### config.mk
export PLATFORM = sky130hd
export DESIGN_NAME = pi_uart_rx
export DESIGN_NICKNAME = d
export VERILOG_FILES = /design/src/rtl/pi_uart_rx.sv
export SDC_FILE = /design/constraint.sdc
export NUM_CORES = 1
export LEC_CHECK = 0
export BUFFER_PORTS_ARGS = -buffer_cell sky130_fd_sc_hd__buf_4
export CAP_MARGIN = 15
export CORE_MARGIN = 4
export CORE_UTILIZATION = 55
export CTS_CLUSTER_DIAMETER = 30
export CTS_CLUSTER_SIZE = 28
export DETAILED_ROUTE_END_ITERATION = 10
export PLACE_DENSITY_LB_ADDON = 0.05
export SYNTH_ARGS = -nofsm -noshare
export SYNTH_HDL_FRONTEND = slang
export SYNTH_SLANG_ARGS = --single-unit
### constraint.sdc
create_clock -name clk -period 4.5 [get_ports clk]
set_clock_uncertainty 0.15 [all_clocks]
set_input_delay 0.675 -clock clk [delete_from_list [all_inputs] [get_ports clk]]
set_output_delay 0.675 -clock clk [all_outputs]
set_load 0.1 [all_outputs]
### src/rtl/pi_uart_rx.sv
// pi_uart_rx: 8N1 UART receiver for the Pi GPIO21 link; holds the last good byte.
module pi_uart_rx #(
    parameter int CLKS_PER_BIT = 434
) (
    input  logic       clk,
    input  logic       rst,
    input  logic       rx,
    output logic [7:0] data,
    output logic       valid,
    output logic       frame_err,
    output logic       busy
);
    localparam int H = CLKS_PER_BIT / 2;
    localparam int CW = $clog2(CLKS_PER_BIT);
    localparam logic [CW-1:0] H_END = CW'(H - 1);
    localparam logic [CW-1:0] B_END = CW'(CLKS_PER_BIT - 1);
    localparam logic [2:0] IDLE = 3'd0, START = 3'd1, DATA = 3'd2, STOP = 3'd3, WAIT_IDLE = 3'd4;
    logic          rx_m, rx_s;
    logic [2:0]    state;
    logic [CW-1:0] cnt;
    logic [2:0]    bitidx;
    logic [7:0]    shreg;
    assign busy = state != IDLE;
    always_ff @(posedge clk or posedge rst) begin
        if (rst) begin
            rx_m      <= 1'b1;
            rx_s      <= 1'b1;
            state     <= IDLE;
            cnt       <= '0;
            bitidx    <= '0;
            shreg     <= '0;
            data      <= '0;
            valid     <= 1'b0;
            frame_err <= 1'b0;
        end else begin
            rx_m      <= rx;
            rx_s      <= rx_m;
            valid     <= 1'b0;
            frame_err <= 1'b0;
            cnt       <= cnt + 1'b1;
            case (state)
                IDLE: begin
                    cnt <= '0;
                    if (!rx_s) state <= START;
                end
                START: if (cnt == H_END) begin
                    cnt    <= '0;
                    bitidx <= '0;
                    state  <= rx_s ? IDLE : DATA;
                end
                DATA: if (cnt == B_END) begin
                    cnt    <= '0;
                    shreg  <= {rx_s, shreg[7:1]};
                    bitidx <= bitidx + 1'b1;
                    if (bitidx == 3'd7) state <= STOP;
                end
                STOP: if (cnt == B_END) begin
                    cnt <= '0;
                    // IDLE is re-entered mid stop bit so a following start edge is caught
                    if (rx_s) begin
                        data  <= shreg;
                        valid <= 1'b1;
                        state <= IDLE;
                    end else begin
                        frame_err <= 1'b1;
                        state     <= WAIT_IDLE;
                    end
                end
                WAIT_IDLE: begin
                    cnt <= '0;
                    if (rx_s) state <= IDLE;
                end
                default: state <= IDLE;
            endcase
        end
    end
endmodule

==> Word-level counts from Yosys, hierarchy flattened <==
Cells that the tools add are included.
{ "word_totals": {"rom_bits": 0, "latchBits": 0, "wordCells": 54, "inputBits": 3, "output_inout_bits": 11, "regBits": 35, "ramBits": 0, "memories": 0} }
{ "classes": {"n_addsub": 2, "muxes": 21, "shift": 0, "order_cmp": 0, "div": 0, "mul": 0, "bitwise": 0, "reduce_logical": 9, "n_eq_ne": 13} }
{ "ops": {"columns": ["operator", "count"], "rows": [
  ["3-bit two-way mux", 9],
  ["9-bit one-hot mux with 3 select lines", 1],
  ["9-bit two-way mux", 2],
  ["3-bit one-hot mux with 5 select lines", 1],
  ["2-bit inequality test, second input constant", 6],
  ["9-bit by 1-bit adder with 9-bit output, second input constant", 1],
  ["9-bit by 8-bit == test with 1-bit output, second input constant", 1],
  ["9-bit == test, second input constant", 1],
  ["3-bit by 2-bit == test with 1-bit output, second input constant", 2],
  ["3-bit == test, second input constant", 2],
  ["1-bit two-way mux", 6],
  ["3-bit one-hot mux with 2 select lines", 1],
  ["3-bit AND reduction", 2],
  ["6-bit AND reduction", 1],
  ["2-bit OR reduction", 2],
  ["3-bit by 1-bit adder with 3-bit output, second input constant", 1],
  ["3-bit by 1-bit == test with 1-bit output, second input constant", 1],
  ["3-bit zero test", 1],
  ["3-bit nonzero test", 1],
  ["2-bit two-way mux", 1],
  ["2-bit AND reduction", 1],
  ["2-bit nonzero test", 1]
]} }

==> Logic depth before layout (Yosys ltp) <==
Gate-level depths: netlist of the first run.
{ "logic_depth": {"depth_word": 4, "ltp_mapped": 6, "ltp_nobuf": 6} }

==> Least setup slack after synthesis of the first run <==
OpenSTA, ideal clock, no wires.
{ "synth_timing": {"kind": "reg-to-output", "start": "register state[0]", "end": "output busy", "t_arrival_ps": 1268, "path_buffers": 1, "path_slack_ps": 2407, "t_required_ps": 3675, "path_stages_with_launch": 3, "path_cell_list": "dfrtp_1 -> clkbuf_1 -> or3_1"} }
{ "synth_between": {"elab_chain_cells": 1} }
{ "synth_rtl": {"columns": ["element", "line", "text"], "rows": [
  ["start, declared", "19", "logic [2:0] state;"],
  ["start signal, assigned", "49", "state <= rx_s ? IDLE : DATA;"],
  ["3-bit nonzero test", "23", "assign busy = state != IDLE;"],
  ["end, declared", "11", "output logic busy"]
]} }
No other way between the ends.

==> Final worst setup path of the first run <==
Ends and elaborated chain as after synthesis.

==> impl_metrics.ini, run 1 <==
[global_route]
grt_pass1_vias = 1003
grt_pass1_wl_mm = 4.498
gr-total-overflow = 0
antenna_found_initial = 0
grt_start_max_net_pins = 20
grt_use_total = 0.1684

[placement]
dp_cells = 170
routabilityCongestion = 0.8215
io_buffers = 13
pre_cts_slack_ps = 2446
dpl.hpwl_mm = 1.918

[yosys]
muxShareOfSynthArea = 0.1325
syn-cell-area_um2 = 1595
ys_seq_area_frac = 0.5506
syn_inst = 128
ys_types = 33
synth_fp_nets = 136
avgSynthCellArea_um2 = 12.46
synth-seq-cells = 35
synth_top_family_by_area = simple AND/OR/NAND/NOR gates
ys_warn_count = 0
synth_compound_area_frac = 0.03294
netlist.top_cell.by_area = dfrtp_1
synthXorXnorAreaFrac = 0.03843
synthAdderAreaFrac = 0.03922
synth_top_area_frac = 0.5176
synthSimpleGateAreaFrac = 0.1851
synth.area.top_cells = dfrtp_1 52%, mux2_2 12%, ha_1 3.9%

[timing]
tns_ps = 0
period_needed_ps = 2289
hold_slack_ps = 213.0
grt_setup_unrepaired = false
final-hold-violation-count = 0
setup_viol = 0
finalCritPeriodShare = 0.5086
fin_ws_ps = 2211
tightest_slew_ps = 663.4
slew_headroom = 0.5561
finalMaxSlewViolations = 0
fmax_mhz = 436.9

[clock_network]
path_clk_slew_ps = 110
htree_levels = 2
cts-root-buf = clkbuf_4
cts_setup_buffers = 0
clock-sinks = 35
cts_tree = built
clk_path_buf_depth = 2
numCtsBuffers = 5
cts_hold_buf = 0
post_cts_resized = 0
clk-insertion-delay-late_ps = 350

[layout]
drive_above_1_share = 0.3333
fin_nets = 154
fin_cells = 178
syn2layout_area_growth_pct = 13.18
diodes = 0

[route]
drt-total-wl_mm = 2.627
drt-wirelength-per-cell_um = 14.76
via_count = 992
drc = 0
via_per_inst = 5.573
drt-initial-drc-count = 37
ant_nets = 0
dr.pass1.iters = 4

[worst_setup_path]
cp_max_fo = 9
crit_path_start_kind = flip-flop
cp-end-kind = output pin
cp.arrival_ps = 1460
cpPeakStageDelay_ps = 480
crit_type = flip-flop to output pin
crit_required_ps = 3670
slowest_stage = dfrtp_1
crit_chain = or3_1 > buf_4
crit_buf_inv = 1
crit_family = flip-flops

[pwr]
p_int_w = 0.0004346
power_w = 0.0005498
swShare = 0.2095
clkPwrFrac = 0.409
power_switching_w = 0.0001152
peakVddDrop_mv = 0.2781
p_leak_nw = 0.8374
p_per_area_nw_per_um2 = 304.5
pwr-share-seq = 0.576
pwr-share-comb = 0.014

[run_status]
status = finished clean

[floorplanning]
die_x_um = 61.86
io_pins = 14
dieArea_um2 = 3826
initial_core_util = 0.5785
die_h_um = 61.86
core_um2 = 2758
row_count = 19

[min_path]
hp-class = flip-flop to flip-flop

[flow_run]
drv_cap = 0
metrics by stage:
stage               area, µm²    util
floorplan                1595       -
global placement         1724  0.6252
detailed placement       1724  0.6252
CTS                      1805  0.6547
global route             1805  0.6547
finish                   1805  0.6547
synth_stat cells, drive strengths merged:
library cell   n
a21boi         1
a21oi          3
a311oi         1
and2b          1
and4bb         2
buf            1
clkbuf         2
dfrtp         33
dfstp          2
ha             5
inv            5
mux2          17
mux2i          2
nand2         10
nand2b         1
nand3          5
nand3b         1
nand4b         1
nor2           6
nor2b          1
nor3          12
nor3b          1
nor4           1
nor4b          1
nor4bb         2
o21ai          1
o22ai          1
or3            2
xnor2          5
xor2           2
path summary, 6_finish.rpt:
| check | cells past startpoint | slack, ps | endpoint | start |
|---|---|---|---|---|
| worst max-delay path | 2 | 2210 | busy | state[0] |
| worst min-delay path | 0 | 210 | rx_s | rx_m |
| worst max register to register | 4 | 2440 | shreg[1] | state[2] |
| worst min register to register | 0 | 210 | rx_s | rx_m |
| max in group asynchronous | 3 | 3220 | rx_s | rst |
| min in group asynchronous | 2 | 250 | shreg[6] | rst |
power by group through the flow:
stage | clock network [W] | logic [W] | registers, W
global placement | 0 | 0.00000837 | 0.000323
global route | 0.000249 | 0.00000954 | 0.000317
floorplan | 0 | 0.00000485 | 0.000323
CTS | 0.000234 | 0.00000849 | 0.000317
detailed placement | 0 | 0.00000845 | 0.000323
finish | 0.000225 | 0.00000785 | 0.000317
cell type report:
class,count,area (µm²)
clock buffer,5,37.54
fill,213,952.2
sequential,35,878.3
tap,31,38.79
timing repair buffer,14,105.1
inverter,5,18.77
multi-input combinational,85,683.2
clock inverter,3,43.79
layer usage:
layer | routed length, µm | up-vias | global-route usage
met2 | 1270 | 16 | 0.2556
met4 | 51 | 0 | 0.07576
met5 | 0 | - | 0
met1 | 1170 | 481 | 0.2071
li1 | - | 489 | -
met3 | 135 | 6 | 0.07438
placed cells by master, fill, tap and decap left out, types with 2 or more instances in the layout:
cell type / synthesis / layout
xnor2_1: 5 / 5
nand3_1: 5 / 5
nand2_1: 9 / 9
nor2_1: 6 / 6
mux2i_1: 2 / 2
a21oi_1: 3 / 3
dfrtp_1: 33 / 33
dfstp_2: 2 / 2
xor2_1: 2 / 2
clkbuf_4: 0 / 5
mux2_2: 17 / 17
ha_1: 5 / 5
inv_1: 5 / 5
buf_4: 1 / 14
nor3_1: 11 / 11
or3_1: 2 / 2
nor4bb_1: 2 / 2
registers in the layout (all words and copies together) (netlist names):
name       count
bitidx         3
cnt            9
data           8
frame_err      1
rx_m           1
rx_s           1
shreg          8
state          3
valid          1
cells by family (layout without fill, tap and decap cells):
group / Yosys count / after routing
AO/OA/AOI/OAI: 7 / 7
flip-flops: 35 / 35
AND/OR/NAND/NOR: 47 / 47
buffers and inverters: 8 / 27
adder cells (fa/ha/maj): 5 / 5
XOR/XNOR: 7 / 7
multiplexers: 19 / 19
Note: power is estimated with default switching activity, not from simulation.
==> inputs of run 2 (changes only) <==
ABC_AREA = 1   (was unset)
CORE_UTILIZATION = 52   (was 55)
clock period = 1.9 ns   (was 4.5 ns; I/O delays follow)
==> impl_metrics.ini, run 2 <==
[run_status]
status = finished clean

[floorplanning]
die_h_um = 64.95
core_um2 = 3078
row_count = 20
die_x_um = 64.95
dieArea_um2 = 4219
io_pins = 14
initial_core_util = 0.5480

[clock_network]
post_cts_resized = 0
cts_tree = built
clk_path_buf_depth = 2
clk-insertion-delay-late_ps = 340
htree_levels = 2
numCtsBuffers = 5
path_clk_slew_ps = 120
clock-sinks = 35
cts-root-buf = clkbuf_4

[timing]
slew_headroom = 0.7143
finalMaxSlewViolations = 0
final-hold-violation-count = 0
tns_ps = 0
grt_setup_unrepaired = false
setup_viol = 0
finalCritPeriodShare = 0.9157
fmax_mhz = 574.7
fin_ws_ps = 160.1
period_needed_ps = 1740
tightest_slew_ps = 428.5

[layout]
final_cell_mix = 52 x nand2_1, 33 x dfrtp_1, 26 x inv_1
regMostFlops = cnt
nFillCells = 278
drive_above_1_share = 0.2170
final_common_cell = nand2_1
largest_reg_flops = 9
multi_input_area_um2 = 670.6
reg_top3 = cnt x9, data x8, shreg x8
syn2layout_area_growth_pct = 13.35
fin_nets = 219
regArea_um2 = 878.3
diodes = 0

[global_route]
antenna_found_initial = 0
grt_pass1_wl_mm = 5.464
gr-total-overflow = 0
grt_start_max_net_pins = 36
grt_use_total = 0.1679
grt_pass1_vias = 1229

[route]
drt-total-wl_mm = 2.999
drc = 0
via_per_inst = 5.027
drt-wirelength-per-cell_um = 11.71
via_count = 1287
drt-initial-drc-count = 52
ant_nets = 0
dr.pass1.iters = 5

[yosys]
synth_edf_count = 0
avgSynthCellArea_um2 = 8.830
syn_inst = 191
ys_types = 29
synth-seq-cells = 35
ys_seq_area_frac = 0.5208
yosysMostFrequentCell = nand2_1
synth_fp_nets = 199
synth.area.top_cells = dfrtp_1 49%, nand2_1 12%, inv_1 5.8%
synth_common_cells = 52 x nand2_1, 33 x dfrtp_1, 26 x inv_1
ys_warn_count = 0
synth_top_area_frac = 0.4896
async_reset_ff_frac = 1.000
syn-cell-area_um2 = 1687
netlist.top_cell.by_area = dfrtp_1
ys.flop_type = dfrtp_1

[pwr]
clkPwrFrac = 0.374
pwr-share-seq = 0.607
pwr-share-comb = 0.019
p_leak_nw = 0.9481
p_int_w = 0.0009723
peakVddDrop_mv = 0.4282
power_switching_w = 0.0002642
p_per_area_nw_per_um2 = 646.7
swShare = 0.2137

[placement]
pre_cts_slack_ps = 154.6
io_buffers = 13
routabilityCongestion = 0.8890
dpl.hpwl_mm = 2.163

[worst_setup_path]
cp_max_fo = 17
crit_type = flip-flop to flip-flop
crit_required_ps = 1990
cp.arrival_ps = 1830
cp-end-kind = flip-flop
crit_path_start_kind = flip-flop

[flow_run]
drv_cap = 0

[min_path]
hp-class = flip-flop to flip-flop
==> run 2: cell types whose count changed in the layout (fill, tap and decap cells not counted), sizes merged, moves of 3 or more <==
cell   delta
inv      +23
mux2     -17
nand2    +44
nand3     +7
nand4     +3
nor2     +10
nor3     -10
o21ai    +21
xnor2     -5
==> run 2: metal layers <==
metal,global-route usage,vias to the layer above,share of wire
li1,-,646,-
met5,0,-,0
met3,0.03986,7,0.043
met2,0.2733,28,0.48
met1,0.2094,606,0.46
met4,0.07916,0,0.019
==> run 2: layout make-up <==
cell class | instances | area share
Inverter | 29 | 0.05759
Clock buffer | 7 | 0.03403
Tap cell | 44 | 0.02880
Timing Repair Buffer | 16 | 0.06545
Sequential cell | 35 | 0.4594
Multi-Input combinational cell | 124 | 0.3508
Clock inverter | 1 | 0.003927
==> run 2: per-stage QoR <==
stage,utilization,total power [W],hold WS (ps),cells,instance area [µm²]
2_1_floorplan,-,0.0007771,139.5,191,1687
3_3_place_gp,0.5911,0.0007859,196.8,246,1819
3_5_place_dp,0.5911,0.0007866,200.9,246,1819
4_1_cts,0.6211,0.001260,217.5,256,1912
5_1_grt,0.6211,0.001296,226.3,256,1912
6_report,0.6211,0.001236,215.3,256,1912
==> run 2: repair_timing <==
item	4_1_cts	5_1_grt
hold buffers	2	0
buffers inserted	0	0
hold endpoints to repair	34	0
==> run 2: worst paths after layout <==
path	to	from	depth (start not counted)	slack, ps
min	rx_s	rx_m	0	220
max reg2reg	data[4]	cnt[1]	9	160
min in group asynchronous	cnt[7]	rst	4	440
max in group asynchronous	rx_m	rst	4	810
max	data[4]	cnt[1]	9	160
min reg2reg	rx_s	rx_m	0	220
==> run 2: kinds of logic (layout without fill, tap and decap cells) <==
group           count (synthesis)  in the layout  synth area share
buf+inv                        32             53           0.08160
fa+ha+maj                       5              5           0.03709
flops                          35             35            0.5208
simple gates                   90             90            0.2508
compound gates                 29             29            0.1098
==> run 2: power by group through the flow <==
| stage | Combinational [W] | Clock, W | Sequential, W |
|---|---|---|---|
| detailed placement | 0.0000214 | 0 | 0.000765 |
| CTS | 0.0000245 | 0.000484 | 0.000751 |
| finish | 0.0000232 | 0.000462 | 0.000751 |
| global placement | 0.0000208 | 0 | 0.000765 |
| floorplan | 0.0000125 | 0 | 0.000765 |
| global route | 0.0000277 | 0.000517 | 0.000752 |
==> run 2: critical path: stages (launching register included) <==
cell and delay (ps):
dfrtp_1 420, inv_1 100, ha_1 140, nand2_1 60
nor2_2 170, nand2_4 100, clkinv_2 70, nand3_4 200
nand2_1 160, o21ai_2 60
